`config.mk`:
```
export PLATFORM = sky130hd
export DESIGN_NAME = addr4u_share_ctrl
export DESIGN_NICKNAME = d
export VERILOG_FILES = /design/src/rtl/addr4u_share_ctrl.sv
export SDC_FILE = /design/constraint.sdc
export NUM_CORES = 1
export LEC_CHECK = 0
export BUFFER_PORTS_ARGS = -buffer_cell sky130_fd_sc_hd__buf_4
export CELL_PAD_IN_SITES_DETAIL_PLACEMENT = 0
export CELL_PAD_IN_SITES_GLOBAL_PLACEMENT = 1
export CORE_ASPECT_RATIO = 0.7
export CORE_MARGIN = 1
export CORE_UTILIZATION = 38
export CTS_CLUSTER_DIAMETER = 200
export DETAILED_ROUTE_END_ITERATION = 8
export PLACE_DENSITY_LB_ADDON = 0.12
export SYNTH_ARGS = -nofsm -noshare
export SYNTH_HDL_FRONTEND = slang
export SYNTH_SLANG_ARGS = --single-unit
export TNS_END_PERCENT = 10
```
`constraint.sdc`:
```
create_clock -name clk -period 2.05 [get_ports clk]
set_input_delay 0.1025 -clock clk [delete_from_list [all_inputs] [get_ports clk]]
set_output_delay 0.1025 -clock clk [all_outputs]
set_load 0.005 [all_outputs]
```
`src/rtl/addr4u_share_ctrl.sv`:
```
// Round-robin arbiter and sequencer sharing one 4-bit adder between NREQ requesters.
// Every operation runs twice with swapped operands; mismatching pairs are retried.
module addr4u_share_ctrl #(
  parameter int NREQ      = 4,
  parameter int ID_W      = 2,
  parameter int MAX_RETRY = 2
) (
  input  logic              clk,
  input  logic              rst,
  input  logic [NREQ-1:0]   req,
  input  logic [4*NREQ-1:0] req_a,
  input  logic [4*NREQ-1:0] req_b,
  output logic [NREQ-1:0]   gnt,
  output logic [3:0]        adder_a,
  output logic [3:0]        adder_b,
  input  logic [4:0]        adder_o,
  output logic              rsp_valid,
  input  logic              rsp_ready,
  output logic [ID_W-1:0]   rsp_id,
  output logic [4:0]        rsp_sum,
  output logic              rsp_err,
  output logic              busy
);

  localparam int RC_W = (MAX_RETRY < 1) ? 1 : $clog2(MAX_RETRY + 1);

  typedef enum logic [2:0] {IDLE, EXEC1, EXEC2, CHECK, RESP} state_t;

  state_t          state, state_next;
  logic [ID_W-1:0] ptr, win, ptr_next;
  logic [RC_W-1:0] retry;
  logic [3:0]      opa, opb;
  logic [4:0]      r1, r2;
  logic            accept, mismatch, retry_go;

  // First set request bit at or above the pointer, wrapping modulo NREQ.
  function automatic logic [ID_W-1:0] rr_pick(input logic [NREQ-1:0] r,
                                              input logic [ID_W-1:0] p);
    logic [ID_W-1:0] sel;
    logic            hit;
    int              idx;
    sel = '0;
    hit = 1'b0;
    for (int k = 0; k < NREQ; k++) begin
      idx = (int'(p) + k) % NREQ;
      if (!hit && r[ID_W'(idx)]) begin
        hit = 1'b1;
        sel = ID_W'(idx);
      end
    end
    return sel;
  endfunction

  assign win      = rr_pick(req, ptr);
  assign ptr_next = (win == ID_W'(NREQ - 1)) ? '0 : win + 1'b1;
  assign mismatch = (r1 != r2);
  assign retry_go = mismatch && (int'(retry) < MAX_RETRY);

  always_comb begin
    state_next = state;
    adder_a    = '0;
    adder_b    = '0;
    accept     = 1'b0;
    unique case (state)
      IDLE: begin
        if (|req) begin
          accept     = 1'b1;
          state_next = EXEC1;
        end
      end
      EXEC1: begin
        adder_a    = opa;
        adder_b    = opb;
        state_next = EXEC2;
      end
      EXEC2: begin
        adder_a    = opb;
        adder_b    = opa;
        state_next = CHECK;
      end
      CHECK:   state_next = retry_go ? EXEC1 : RESP;
      RESP:    if (rsp_ready) state_next = IDLE;
      default: state_next = IDLE;
    endcase
  end

  always_ff @(posedge clk) begin
    if (rst) begin
      state     <= IDLE;
      ptr       <= '0;
      retry     <= '0;
      gnt       <= '0;
      rsp_valid <= 1'b0;
      rsp_id    <= '0;
      rsp_sum   <= '0;
      rsp_err   <= 1'b0;
      busy      <= 1'b0;
    end else begin
      state <= state_next;
      busy  <= (state_next != IDLE);
      gnt   <= '0;
      if (accept) begin
        gnt    <= NREQ'(1) << win;
        ptr    <= ptr_next;
        retry  <= '0;
        rsp_id <= win;
      end
      if (state == CHECK) begin
        if (retry_go) begin
          retry <= retry + 1'b1;
        end else begin
          rsp_valid <= 1'b1;
          rsp_sum   <= r1;
          rsp_err   <= mismatch;
        end
      end
      if (state == RESP && rsp_ready) rsp_valid <= 1'b0;
    end
  end

  // Operand and result capture: plain data, no reset needed.
  always_ff @(posedge clk) begin
    if (accept) begin
      opa <= req_a[{win, 2'b00} +: 4];
      opb <= req_b[{win, 2'b00} +: 4];
    end
    if (state == EXEC1) r1 <= adder_o;
    if (state == EXEC2) r2 <= adder_o;
  end

endmodule

```
==> results.md, run 1 <==
* Status: finished, final reports clean
* M3 GR Usage at under 10%
* CP endpoint kind: flop
* Count of cell types in the netlist at 39
* Clk pwr share at between 20% and 30%
* Internal power at about 1.6 mW
* Num rows at 20
* Hpwl dp at 2.87 mm
* Post-synth EDFFs at 18
* DP Area at 2430 um^2
* Final instance area at 2590 um^2
* Number of remaining DRC errors at 0
* Die H at 60.6 um
* Initial antenna violation count at 0
* Die X at 85.7 um
* Port Buffer Count at 65
* Cell leakage power at 1.09 nW
* Flop pwr share at 44.8%
* Clock skew at approximately 0.0044 ns
* RSZ-0062 raised after global routing: false
* Primary FF master, synth: dfxtp_1
* MaxCap Viol Count at 0
* Worst-skew pair later-pin latency at 0.29 ns
* Root buffer cell: clkbuf_8
* Initial core utilization at 41.1%
* Ratio of cells with drive above 1 in the final layout at 38.5%
* Post_cts resized at 0
* Worst EP arrival at 1.79 ns
* M2 GR Usage at 25.7%
* First drt pass iteration count at 4
* Cell Pwr Density at roughly 880 nW/um^2
* Synthesized netlist cell count at between 150 and 200
* TritonCTS Sinks at 39
* CTS Buffer Depth at 2
* Critical Path RT at 2.08 ns
* Largest net degree at the start of global routing at 22
* Largest area contributor in the synthesized netlist: edfxtp_1
* Clk slew on worst S/H paths at 0.07 ns
* Seq/Total Area, Yosys at 51.6%
* Most Crowded Layer GR: met2
* First-iteration detailed-routing DRC count at between 60 and 70
* Async set-reset flop share out of synthesis at 0%
* Syn nets at just over 200
* Final Max Slew Viols at 0
* Commonest non-fill, non-tap cell in the layout: buf_4
* GPL Wtd Cong at 0.705
* Slew HR at 65.1%
* H-tree depth at 2
* Nets@finish at 278
* Routed WL at 3.92 mm
* Top cells by area, synth: edfxtp_1 29%, dfxtp_1 23%, mux2i_1 16%
* Post-Syn Area per Cell at 11.9 um^2
* Global routing usage on met1 at between 20 and 25%
* Syn Std Cell Area at between 1500 and 2000 um^2
* Classification of the worst-slack hold path: in2reg
* Post-route setup TNS at 0 ns
* Setup CP Type: reg2reg
* Commonest non-fill, non-tap cells in the layout: 71 x buf_4, 30 x mux2i_1, 21 x dfxtp_1
* FF+latch count, synth at 39
* Fin crit share at 85.7%
* CP Launch Type: flop
* Die area at approximately 5200 um^2
* Vias in the first global route at 1386
* Switching pwr at about 640 uW
* Cts bufs inserted at 5
* DR vias at 1445
* Largest fanout on the critical path at 21
* Grt ovf at 0
* Core Region at between 4000 and 5000 um^2
* Combinational share of power at 28.1%
* Hold WS at 0.0163 ns
* GRT Resource Usage Total at 16.7%
* Max IR drop VDD at around 0.5 mV
* Vias per cell at between 4 and 5
* Sw frac at roughly 28%
* Setup violators final at 0
* Max frequency at between 500 and 600 MHz
* Fill cell count at 395
* Post-CTS setup buffers at 0
* Final Hold Fails at 0
* Area grow syn2layout at 39.0%
* Ant diodes at 0
* CTS tree: done
* IO Count at 66
* Antenna Nets Post-Route at 0
* Top cell type's share of synthesized area at 29.0%
* Fin crit period at ~1.8 ns
* DR WL/cell at about 13 um
* Worst slew pin tran at 0.524 ns
* First-pass GRT wire length at 6.49 mm
* Synthesis Warnings at 0
==> synth_stat cells, drive strengths merged, types with 2 or more instances <==
library cell  instances
mux2i                30
dfxtp                21
edfxtp               18
nor2                 13
a21oi                12
nand2                11
a22o                  8
buf                   6
inv                   5
xnor2                 5
nand2b                3
a311oi                2
and3b                 2
nor3b                 2
o21ai                 2
==> critical path: stages (launching register included) <==
cell and delay [ns]:
dfxtp_1 0.37, a21oi_1 0.14, o21ai_0 0.08, o2bb2a_1 0.25, buf_4 0.31, mux2i_1 0.24, mux2i_1 0.11
==> per-layer routing <==
layer	vias up	wire length, um
met5	-	0
met4	0	14
met3	2	242
met2	42	1730
met1	666	1930
li1	735	-
==> area by class of cell <==
type / count / area [um^2] / share of cell area (%)
clock buffers: 5 / 68.8 / 2.66
flip-flops and latches: 39 / 961 / 37.1
well taps: 66 / 82.6 / 3.19
clock inverters: 3 / 38.8 / 1.50
inverters: 5 / 18.8 / 0.725
multi-input cells: 106 / 836 / 32.3
repair buffers: 76 / 583 / 22.5
==> power by group through the flow <==
stage / Combinational (mW) / Sequential (mW) / Clock, mW
5_1_grt: 0.699 / 1.04 / 0.667
2_1_floorplan: 0.403 / 1.02 / 0
4_1_cts: 0.643 / 1.02 / 0.627
6_report: 0.641 / 1.02 / 0.618
3_5_place_dp: 0.633 / 1.04 / 0
3_3_place_gp: 0.626 / 1.04 / 0
==> cells by family (layout without fill, tap and decap cells) <==
group,count (synthesis),count (layout),synth area share (%)
DFF,39,39,51.6
and+or+nand+nor,39,39,12.0
AOI/OAI and AO/OA,31,31,13.0
muxes,30,30,16.1
buffers and inverters,12,89,4.17
xor gates and xnor gates,5,5,2.35
adders and majority gates,1,1,0.672
==> state kept, by name, summed over array words and instances (netlist names), 2 cells and up <==
register  flops
gnt           4
opa           4
opb           4
ptr           2
r1            5
r2            5
retry         2
rsp_id        2
rsp_sum       5
state         3
==> path summary, 6_finish.rpt <==
kind,from,end,slack [ns],cells past startpoint
min reg2reg,rsp_id[1],rsp_id[1],0.47,2
max reg2reg,ptr[1],opb[2],0.29,6
min,rsp_ready,rsp_valid,0.02,2
max,ptr[1],opb[2],0.29,6
==> stage by stage <==
stage	setup slack (ns)	util, %	total power [mW]	instances
floorplan	0.267	-	1.42	157
global placement	0.377	53.7	1.66	287
detailed placement	0.306	53.7	1.67	287
global route	0.141	57.2	2.41	300
CTS	0.285	56.9	2.29	299
finish	0.294	57.2	2.28	300
==> repair_timing <==
action / in CTS / in global routing
hold buffers: 4 / 1
setup endpoints to repair: 0 / 0
hold endpoints to repair: 8 / 2
(Power assumes the default switching activity.)
==> run 2: changes to the inputs <==
- CELL_PAD_IN_SITES_GLOBAL_PLACEMENT: 1 -> 2
- CORE_UTILIZATION: 38 -> 30
==> results.md, run 2 (synthesis results as in run 1) <==
* Final Hold Fails at 0
* Fin crit period at 1.83 ns
* Largest net degree at the start of global routing at 18
* Biggest regs: r1 (5), r2 (5), rsp_sum (5)
* CP Launch Type: flop
* Capturing point of the worst reg2reg path: opb[2]
* Die X at 96.2 um
* GRT Resource Usage Total at 13.8%
* Critical Path RT at 2.07 ns
* Cell leakage power at 1.08 nW
* Commonest non-fill, non-tap cells in the layout: 70 x buf_4, 30 x mux2i_1, 21 x dfxtp_1
* FF-to-FF setup slack at 0.22 ns
* Classification of the worst-slack hold path: in2reg
* Initial antenna violation count at 0
* Post-CTS setup buffers at 0
* Fill cell count at 558
* Combinational share of power at between 20% and 30%
* GPL Wtd Cong at approximately 0.71
* Status: finished, final reports clean
* Worst slew pin tran at 1.03 ns
* Sw frac at 29.7%
* CP endpoint kind: flop
* Area grow syn2layout at 38.8%
* Setup CP Type: reg2reg
* Reg-to-Reg Start: ptr[1]
* Area used by multi-input combinational logic at about 840 um^2
* Worst EP arrival at 1.86 ns
* Number of remaining DRC errors at 0
* Port Buffer Count at 65
* IO Count at 66
* Nets@finish at 278
* CTS Buffer Depth at 2
* Post-route setup TNS at 0 ns
* Commonest non-fill, non-tap cell in the layout: buf_4
* CP Cell Sequence: a21oi_1 > o21ai_0 > o2bb2a_1 > buf_4 > mux2i_1 > mux2i_1
* Hpwl dp at about 3.2 mm
* Cts bufs inserted at 5
* Sequential cell area at 961 um^2
* Die area at between 6000 and 7000 um^2
* Ratio of cells with drive above 1 in the final layout at 38.5%
* Clk pwr share at a little under a quarter
* Core Region at 5840 um^2
* Switching pwr at 641 uW
* Fin crit share at 89.5%
* H-tree depth at 2
* Vias per cell at approximately 4.7
* First drt pass iteration count at 4
* Clock skew at 0.0121 ns
* Clk slew on worst S/H paths at 0.08 ns
* Hold EP: rsp_id[0]
* TritonCTS Sinks at 39
* Grt ovf at 0
* Largest fanout on the critical path at 17
* Routed WL at 4.18 mm
* Slew HR at 30.5%
* RSZ-0062 raised after global routing: false
* Total power draw at 2.16 mW
* Max IR drop VDD at 0.259 mV
* CP max stage delay at 0.37 ns
* Worst hold path depth at 2
* Cell Pwr Density at 836 nW/um^2
* Internal power at between 1.5 and 2 mW
* Ant diodes at 0
* Initial core utilization at between 30% and 40%
* Final Max Slew Viols at 0
* First-iteration detailed-routing DRC count at 31
* Crit-path most repeated cell: mux2i_1
* CTS tree: done
* Worst-skew pair later-pin latency at 0.29 ns
* Flop pwr share at 47.2%
* DR WL/cell at 13.5 um
* Antenna Nets Post-Route at 0
* Post_cts resized at 0
* CTS Hold Buffers Added at 6
* Num rows at 23
* Worst Reg-to-Reg Cells at 6
* DR vias at 1457
* Max frequency at 545 MHz
* MaxCap Viol Count at 0
* Root buffer cell: clkbuf_8
* First-pass GRT wire length at 6.59 mm
* Vias in the first global route at 1431
* Min-delay src: rst
* Max stage delay cell, worst path: dfxtp_1
* Die H at 67.9 um
* Setup violators final at 0
run 2: changes by cell type in the layout (fill, tap and decap cells not counted):
cell and delta:
clkinvlp_4 +2, buf_4 -1, bufinv_16 -1, clkinv_1 -1, dlygate4sd3_1 +1
run 2: area by class of cell:
cell class / instances / share of cell area [%]
Clock buffer: 5 / 2.66
Clock inverter: 3 / 0.775
Inverter: 5 / 0.726
Multi-Input combinational cell: 106 / 32.3
Sequential cell: 39 / 37.2
Tap cell: 75 / 3.63
Timing Repair Buffer: 76 / 22.7
run 2: how the worst max path moves through the flow:
stage                      start      to  slack, ns  cells past startpoint
final                     ptr[1]  opb[2]       0.22                      6
after global routing      ptr[1]  opb[3]       0.05                      6
after CTS                 ptr[1]  opa[1]       0.18                      6
after detailed placement  req[0]  opa[2]       0.06                      3
after global placement    req[0]  opa[3]       0.15                      3
after floorplan           ptr[1]  ptr[0]       0.27                      8
run 2: per-layer routing:
metal | track usage (%) | wire (um)
met1 | 16.5 | 1860
met2 | 23.7 | 2070
met3 | 3.56 | 198
met4 | 5.78 | 48
met5 | 0 | 0
run 2: power by group through the flow:
| stage | Combinational [mW] | Sequential (mW) | Clock (mW) |
|---|---|---|---|
| floorplan | 0.403 | 1.02 | 0 |
| global placement | 0.621 | 1.03 | 0 |
| detailed placement | 0.638 | 1.04 | 0 |
| CTS | 0.650 | 1.02 | 0.525 |
| global route | 0.696 | 1.03 | 0.565 |
| finish | 0.638 | 1.02 | 0.501 |
run 2: worst max-delay path: cells and delay by family (launching register included):
family,cells,cell delay [ns]
compound gates,3,0.55
buf+inv,1,0.29
flops,1,0.37
mux,2,0.35
run 2: stage by stage:
step / setup WS, ns / hold slack [ns] / util (%) / instances / cell area [um^2]
5_1_grt: 0.0454 / 0.105 / 44.2 / 309 / 2580
4_1_cts: 0.181 / 0.0958 / 44.2 / 309 / 2580
3_5_place_dp: 0.0604 / 0.290 / 41.7 / 295 / 2430
3_3_place_gp: 0.155 / 0.291 / 41.7 / 295 / 2430
2_1_floorplan: 0.267 / 0.165 / - / 157 / 1860
6_report: 0.216 / 0.105 / 44.2 / 309 / 2580
